`src/rtl/pca_proj_pkg.sv`:
```
`default_nettype none
// ============================================================================
// Module   : pca_proj_pkg
// Purpose  : Shared types, defaults and result-reduction helpers for the PCA
//            projection sequencer. PCA_PROJ_SAT_EN selects saturation instead
//            of two's-complement wrap when reducing results to DATA_W.
// Revision : 1.0 - initial release
// ============================================================================
package pca_proj_pkg;

    typedef enum logic [1:0] {
        LOAD    = 2'd0,
        COMPUTE = 2'd1,
        OUT     = 2'd2
    } state_t;

    localparam int c_DATA_W_DEF = 32;
    localparam int c_FRAC_W_DEF = 16;
    // Widest intermediate handled by reduce_result; covers any sane DATA_W/PC_NUM.
    localparam int c_WIDE_W     = 128;

    function automatic int acc_width(input int data_w, input int pc_num);
        return 2 * data_w + $clog2(pc_num);
    endfunction

    // Reduces a rescaled accumulator to its low 'width' bits (wrap) or to the
    // signed range of 'width' bits (saturate).
    function automatic logic [c_WIDE_W-1:0] reduce_result(input logic signed [c_WIDE_W-1:0] val,
                                                          input int width);
`ifdef PCA_PROJ_SAT_EN
        logic signed [c_WIDE_W-1:0] w_max;
        logic signed [c_WIDE_W-1:0] w_min;
        w_max = (c_WIDE_W'(1) << (width - 1)) - c_WIDE_W'(1);
        w_min = ~w_max;
        if (val > w_max) begin
            return w_max;
        end
        if (val < w_min) begin
            return w_min;
        end
        return val;
`else
        logic [c_WIDE_W-1:0] w_mask;
        w_mask = (c_WIDE_W'(1) << width) - c_WIDE_W'(1);
        return val & w_mask;
`endif
    endfunction

endpackage
`default_nettype wire

```
`src/rtl/pca_mac_unit.sv`:
```
`default_nettype none
// ============================================================================
// Module   : pca_mac_unit
// Purpose  : Signed multiply into a registered accumulator; clr_first loads the
//            product instead of adding it. Unaffected by PCA_PROJ_SAT_EN.
// Revision : 1.0 - initial release
// ============================================================================
module pca_mac_unit
    import pca_proj_pkg::*;
#(
    parameter int DATA_W = c_DATA_W_DEF,
    parameter int ACC_W  = acc_width(c_DATA_W_DEF, 32)
) (
    input  logic                     clk,
    input  logic                     reset_n,
    input  logic                     en,
    input  logic                     clr_first,
    input  logic [DATA_W-1:0]        a,
    input  logic [DATA_W-1:0]        b,
    output logic signed [ACC_W-1:0]  acc_out
);

    localparam int c_PROD_W = 2 * DATA_W;

    logic signed [c_PROD_W-1:0] w_prod;
    logic signed [ACC_W-1:0]    w_prod_ext;
    logic signed [ACC_W-1:0]    r_acc;

    assign w_prod     = c_PROD_W'($signed(a)) * c_PROD_W'($signed(b));
    assign w_prod_ext = ACC_W'(w_prod);

    always_ff @(posedge clk or negedge reset_n) begin
        if (!reset_n) begin
            r_acc <= '0;
        end else if (en) begin
            r_acc <= clr_first ? w_prod_ext : (r_acc + w_prod_ext);
        end
    end

    assign acc_out = r_acc;

endmodule
`default_nettype wire

```
`src/rtl/pca_proj_sequencer.sv`:
```
`default_nettype none
// ============================================================================
// Module   : pca_proj_sequencer
// Purpose  : Buffers one PC_NUM-element vector, projects it onto MIN_PC_NUM
//            ROM coefficient rows with one shared MAC, streams the results.
//            PCA_PROJ_SAT_EN: saturate results instead of wrapping them.
// Revision : 1.0 - initial release
// ============================================================================
module pca_proj_sequencer
    import pca_proj_pkg::*;
#(
    parameter int DATA_W     = c_DATA_W_DEF,
    parameter int FRAC_W     = c_FRAC_W_DEF,
    parameter int PC_NUM     = 32,
    parameter int MIN_PC_NUM = 5,
    parameter int ADDR_W     = $clog2(PC_NUM * MIN_PC_NUM),
    parameter int IDX_W      = (MIN_PC_NUM > 1) ? $clog2(MIN_PC_NUM) : 1
) (
    input  logic              clk,
    input  logic              reset_n,
    input  logic              in_valid,
    output logic              in_ready,
    input  logic [DATA_W-1:0] in_data,
    output logic              coef_rd_en,
    output logic [ADDR_W-1:0] coef_addr,
    input  logic [DATA_W-1:0] coef_data,
    output logic              out_valid,
    input  logic              out_ready,
    output logic [DATA_W-1:0] out_data,
    output logic [IDX_W-1:0]  out_idx,
    output logic              out_last,
    output logic              busy
);

    localparam int                 c_ACC_W    = acc_width(DATA_W, PC_NUM);
    localparam int                 c_COL_W    = (PC_NUM > 1) ? $clog2(PC_NUM) : 1;
    localparam logic [c_COL_W-1:0] c_COL_LAST = c_COL_W'(PC_NUM - 1);
    localparam logic [IDX_W-1:0]   c_ROW_LAST = IDX_W'(MIN_PC_NUM - 1);

    state_t              r_state;
    logic [c_COL_W-1:0]  r_col;
    logic [IDX_W-1:0]    r_row;
    logic [DATA_W-1:0]   r_vec [PC_NUM];
    logic [DATA_W-1:0]   r_res [MIN_PC_NUM];
    logic                r_rd_en;
    logic [ADDR_W-1:0]   r_addr;
    logic                r_mac_en;
    logic [c_COL_W-1:0]  r_mac_col;
    logic [IDX_W-1:0]    r_mac_row;
    logic                r_wr_en;
    logic [IDX_W-1:0]    r_wr_row;
    logic                r_out_valid;
    logic [IDX_W-1:0]    r_out_idx;

    logic signed [c_ACC_W-1:0]  w_acc;
    logic signed [c_WIDE_W-1:0] w_acc_wide;
    logic [DATA_W-1:0]          w_acc_res;

    // ROM data for the read issued last cycle meets the matching vec column.
    pca_mac_unit #(
        .DATA_W (DATA_W),
        .ACC_W  (c_ACC_W)
    ) u_mac (
        .clk       (clk),
        .reset_n   (reset_n),
        .en        (r_mac_en),
        .clr_first (r_mac_col == '0),
        .a         (r_vec[r_mac_col]),
        .b         (coef_data),
        .acc_out   (w_acc)
    );

    assign w_acc_wide = c_WIDE_W'(w_acc);
    assign w_acc_res  = DATA_W'(reduce_result(w_acc_wide >>> FRAC_W, DATA_W));

    always_ff @(posedge clk or negedge reset_n) begin
        if (!reset_n) begin
            r_state     <= LOAD;
            r_col       <= '0;
            r_row       <= '0;
            r_rd_en     <= 1'b0;
            r_addr      <= '0;
            r_mac_en    <= 1'b0;
            r_mac_col   <= '0;
            r_mac_row   <= '0;
            r_wr_en     <= 1'b0;
            r_wr_row    <= '0;
            r_out_valid <= 1'b0;
            r_out_idx   <= '0;
            for (int i = 0; i < PC_NUM; i++) begin
                r_vec[i] <= '0;
            end
            for (int i = 0; i < MIN_PC_NUM; i++) begin
                r_res[i] <= '0;
            end
        end else begin
            r_mac_en  <= r_rd_en;
            r_mac_col <= r_col;
            r_mac_row <= r_row;
            r_wr_en   <= r_mac_en && (r_mac_col == c_COL_LAST);
            r_wr_row  <= r_mac_row;
            if (r_wr_en) begin
                r_res[r_wr_row] <= w_acc_res;
            end

            case (r_state)
                LOAD: begin
                    if (in_valid) begin
                        r_vec[r_col] <= in_data;
                        if (r_col == c_COL_LAST) begin
                            r_col   <= '0;
                            r_row   <= '0;
                            r_addr  <= '0;
                            r_rd_en <= 1'b1;
                            r_state <= COMPUTE;
                        end else begin
                            r_col <= r_col + c_COL_W'(1);
                        end
                    end
                end
                COMPUTE: begin
                    if (r_rd_en) begin
                        if (r_col == c_COL_LAST) begin
                            r_col <= '0;
                            if (r_row == c_ROW_LAST) begin
                                r_rd_en <= 1'b0;
                            end else begin
                                r_row  <= r_row + IDX_W'(1);
                                r_addr <= r_addr + ADDR_W'(1);
                            end
                        end else begin
                            r_col  <= r_col + c_COL_W'(1);
                            r_addr <= r_addr + ADDR_W'(1);
                        end
                    end
                    if (r_mac_en && (r_mac_col == c_COL_LAST) && (r_mac_row == c_ROW_LAST)) begin
                        r_state     <= OUT;
                        r_out_valid <= 1'b1;
                        r_out_idx   <= '0;
                    end
                end
                OUT: begin
                    if (out_ready) begin
                        if (r_out_idx == c_ROW_LAST) begin
                            r_out_valid <= 1'b0;
                            r_out_idx   <= '0;
                            r_col       <= '0;
                            r_row       <= '0;
                            r_state     <= LOAD;
                        end else begin
                            r_out_idx <= r_out_idx + IDX_W'(1);
                        end
                    end
                end
                default: r_state <= LOAD;
            endcase
        end
    end

    // The last row is read straight from the held accumulator: its res[] slot
    // is only written one cycle after out_valid has already risen.
    assign out_data   = (r_out_idx == c_ROW_LAST) ? w_acc_res : r_res[r_out_idx];
    assign in_ready   = (r_state == LOAD);
    assign busy       = (r_state != LOAD);
    assign coef_rd_en = r_rd_en;
    assign coef_addr  = r_addr;
    assign out_valid  = r_out_valid;
    assign out_idx    = r_out_idx;
    assign out_last   = r_out_valid && (r_out_idx == c_ROW_LAST);

endmodule
`default_nettype wire
```
`config.mk`:
```
export PLATFORM = sky130hd
export DESIGN_NAME = pca_proj_sequencer
export DESIGN_NICKNAME = d
export VERILOG_FILES = /design/src/rtl/pca_proj_pkg.sv /design/src/rtl/pca_mac_unit.sv /design/src/rtl/pca_proj_sequencer.sv
export SDC_FILE = /design/constraint.sdc
export NUM_CORES = 2
export LEC_CHECK = 0
export CORE_MARGIN = 3
export CORE_UTILIZATION = 57
export DETAILED_ROUTE_END_ITERATION = 10
export PLACE_DENSITY_LB_ADDON = 0.08
export SLEW_MARGIN = 40
export SYNTH_ARGS = -nofsm -noshare
export SYNTH_HDL_FRONTEND = slang
export SYNTH_HIERARCHICAL = 1
export SYNTH_SLANG_ARGS = --single-unit
```
`constraint.sdc`:
```
create_clock -name clk -period 15.4 [get_ports clk]
set_input_delay 2.31 -clock clk [delete_from_list [all_inputs] [get_ports clk]]
set_output_delay 2.31 -clock clk [all_outputs]
set_load 0.05 [all_outputs]
```
==> flow_metrics.tcl <==
set metrics [dict create \
    status "complete, no violations" \
    post-route-min-period_ns 12.47 \
    grt_pass1_vias 60370 \
    syn_area_um2 89180 \
    gr-total-overflow 0 \
    numCtsBuffers 138 \
    syn_inst 7357 \
    critPathMaxStageDelay_ns 0.74 \
    end_kind "flop" \
    cp_max_fo 30 \
    layout.nets 8359 \
    tns_ns 0 \
    cts-resized-gates 0 \
    wl_um 237600 \
    fill_cells 12120 \
    slew_headroom_pct 41.98 \
    cp_common_cell "fa_1" \
    drt-wirelength-per-cell_um 25.37 \
    clk_pin_slew_worst_paths_ns 0.06 \
    die-height_um 401.6 \
    die_w_um 401.6 \
    syn_nets 8513 \
    drive_gt1_share_pct 25.80 \
    initialDrtViolationCount 3943 \
    start_kind "flop" \
    dp_hpwl_um 157400 \
    min-delay-start "r_mac_row[1]" \
    rsz0062_at_grt "false" \
    grt_pass1_wl_um 371900 \
    antenna_found_initial 12 \
    cts_hold_buf 0 \
    hold_viol 0 \
    r2r_start "r_mac_col[2]" \
    drv_cap 0 \
    ios 116 \
    clockBufferDepth 3 \
    cts_setup_buffers 0 \
    ant_nets 0 \
    finalSetupViolations 0 \
    grt_usage_pct 30.19 \
    start_util_pct 57.62 \
    core_area_um2 154800 \
    max_freq_mhz 80.18 \
    worstPathArrival_ns 13.07 \
    place_congestion 0.8821 \
    row_count 144 \
    cts_sinks 1268 \
    vias_per_cell 6.035 \
    cpMaxStageDelayCell "dfrtp_4" \
    finalClockSkew_ns 0.05472 \
    port_buffers 115 \
    die-area_um2 161200 \
    areaGrowthSynthToFinish_pct 8.607 \
    slew_violations 0 \
    crit_required_ns 16.00 \
    min_period_over_period_pct 80.99 \
    clk_latency_ns 0.77 \
    syn_area_per_cell_um2 12.12 \
    cp-startpoint "r_mac_col[2]" \
    htreeDepth 4 \
    yosysWarnings 6 \
    clock_tree.root_cell "clkbuf_16" \
    vias 56510 \
    hp-class "flop to flop" \
    grt_max_degree 163 \
    tightest_slew_ns 0.8704 \
    critPathKind "flop to flop" \
    drc 0 \
    cts_tree "built" \
    dr.pass1.iters 5 \
]
[critical path, delay by kind of cell (launching register included)]
kind	cells	cell delay, ns
adder cells (fa/ha/maj)	10	4.75
AO/OA/AOI/OAI	12	3.03
AND/OR/NAND/NOR	10	2.28
buffers and inverters	7	1.15
flip-flops	1	0.74
XOR/XNOR	2	0.29
[sequential cells by signal, summed over array words and instances (netlist names)]
register,count
r_res,160
u_mac/acc_out,48
r_mac_en,1
r_wr_en,1
r_col,5
out_valid,1
r_mac_row,3
coef_addr,8
coef_rd_en,1
r_vec,1024
r_wr_row,3
r_row,3
out_idx,3
r_state,2
r_mac_col,5
[per-stage QoR]
step / cell area [um2] / utilization, % / hold WS [ns] / worst slack, ns / instances
6_report: 96860 / 62.58 / 0.3660 / 2.927 / 9363
5_1_grt: 96850 / 62.58 / 0.3904 / 2.424 / 9361
4_1_cts: 96800 / 62.54 / 0.3649 / 3.015 / 9356
3_5_place_dp: 92010 / 59.45 / 0.3541 / 2.812 / 9106
3_3_place_gp: 91970 / 59.42 / 0.3508 / 2.770 / 9096
2_1_floorplan: 89180 / - / 0.3464 / 4.431 / 7357
[layout by cell type, fill, tap and decap left out, types with 24 or more instances in the layout]
master	n
a211oi_1	42
a21o_1	70
a21oi_1	179
a221o_1	35
a22oi_1	69
a22oi_2	27
and2_1	503
buf_2	38
buf_4	137
clkbuf_1	24
clkbuf_16	140
clkbuf_8	33
clkdlybuf4s50_1	76
clkinv_2	25
dfrtp_1	1262
fa_1	861
ha_1	227
inv_1	798
mux2_1	53
mux2_2	1135
mux2i_1	142
mux4_2	223
nand2_1	481
nand3_1	24
nor2_1	137
nor2b_1	40
o21ai_0	66
o221ai_1	32
o22ai_1	34
xnor2_1	53
xor2_1	31
[layout make-up]
| class | count | area, um2 | share of cell area (%) |
|---|---|---|---|
| antenna | 6 | 15.01 | 0.01550 |
| tap | 2044 | 2557 | 2.640 |
| clock inverter | 53 | 737.0 | 0.7609 |
| clock buffer | 197 | 4048 | 4.179 |
| timing repair buffer | 277 | 2469 | 2.549 |
| multi-input combinational | 4718 | 52280 | 53.98 |
| sequential | 1268 | 31750 | 32.78 |
| inverter | 800 | 3003 | 3.100 |
[metal layers]
metal | vias up | wire length, um | GRT usage, % | share of wire, %
met3 | 385 | 10460 | 3.384 | 4.4
met4 | 2 | 7411 | 9.149 | 3.1
li1 | 24210 | - | - | -
met2 | 1477 | 122300 | 52.44 | 51
met1 | 30440 | 97340 | 40.13 | 41
met5 | - | 11 | 0 | 0.0046
[worst paths after layout]
check	to	cells after the start	slack (ns)
worst min register to register	r_wr_row[1]	0	0.37
worst min-delay path	r_wr_row[1]	0	0.37
worst max register to register	u_mac/acc_out[46]	41	2.93
max in group asynchronous	r_vec[672]	5	11.08
worst max-delay path	u_mac/acc_out[46]	41	2.93
min in group asynchronous	r_res[6]	1	1.44
Power is not shown: default switching activity piles up to over one toggle a cycle in this logic, so the estimate is an artifact.
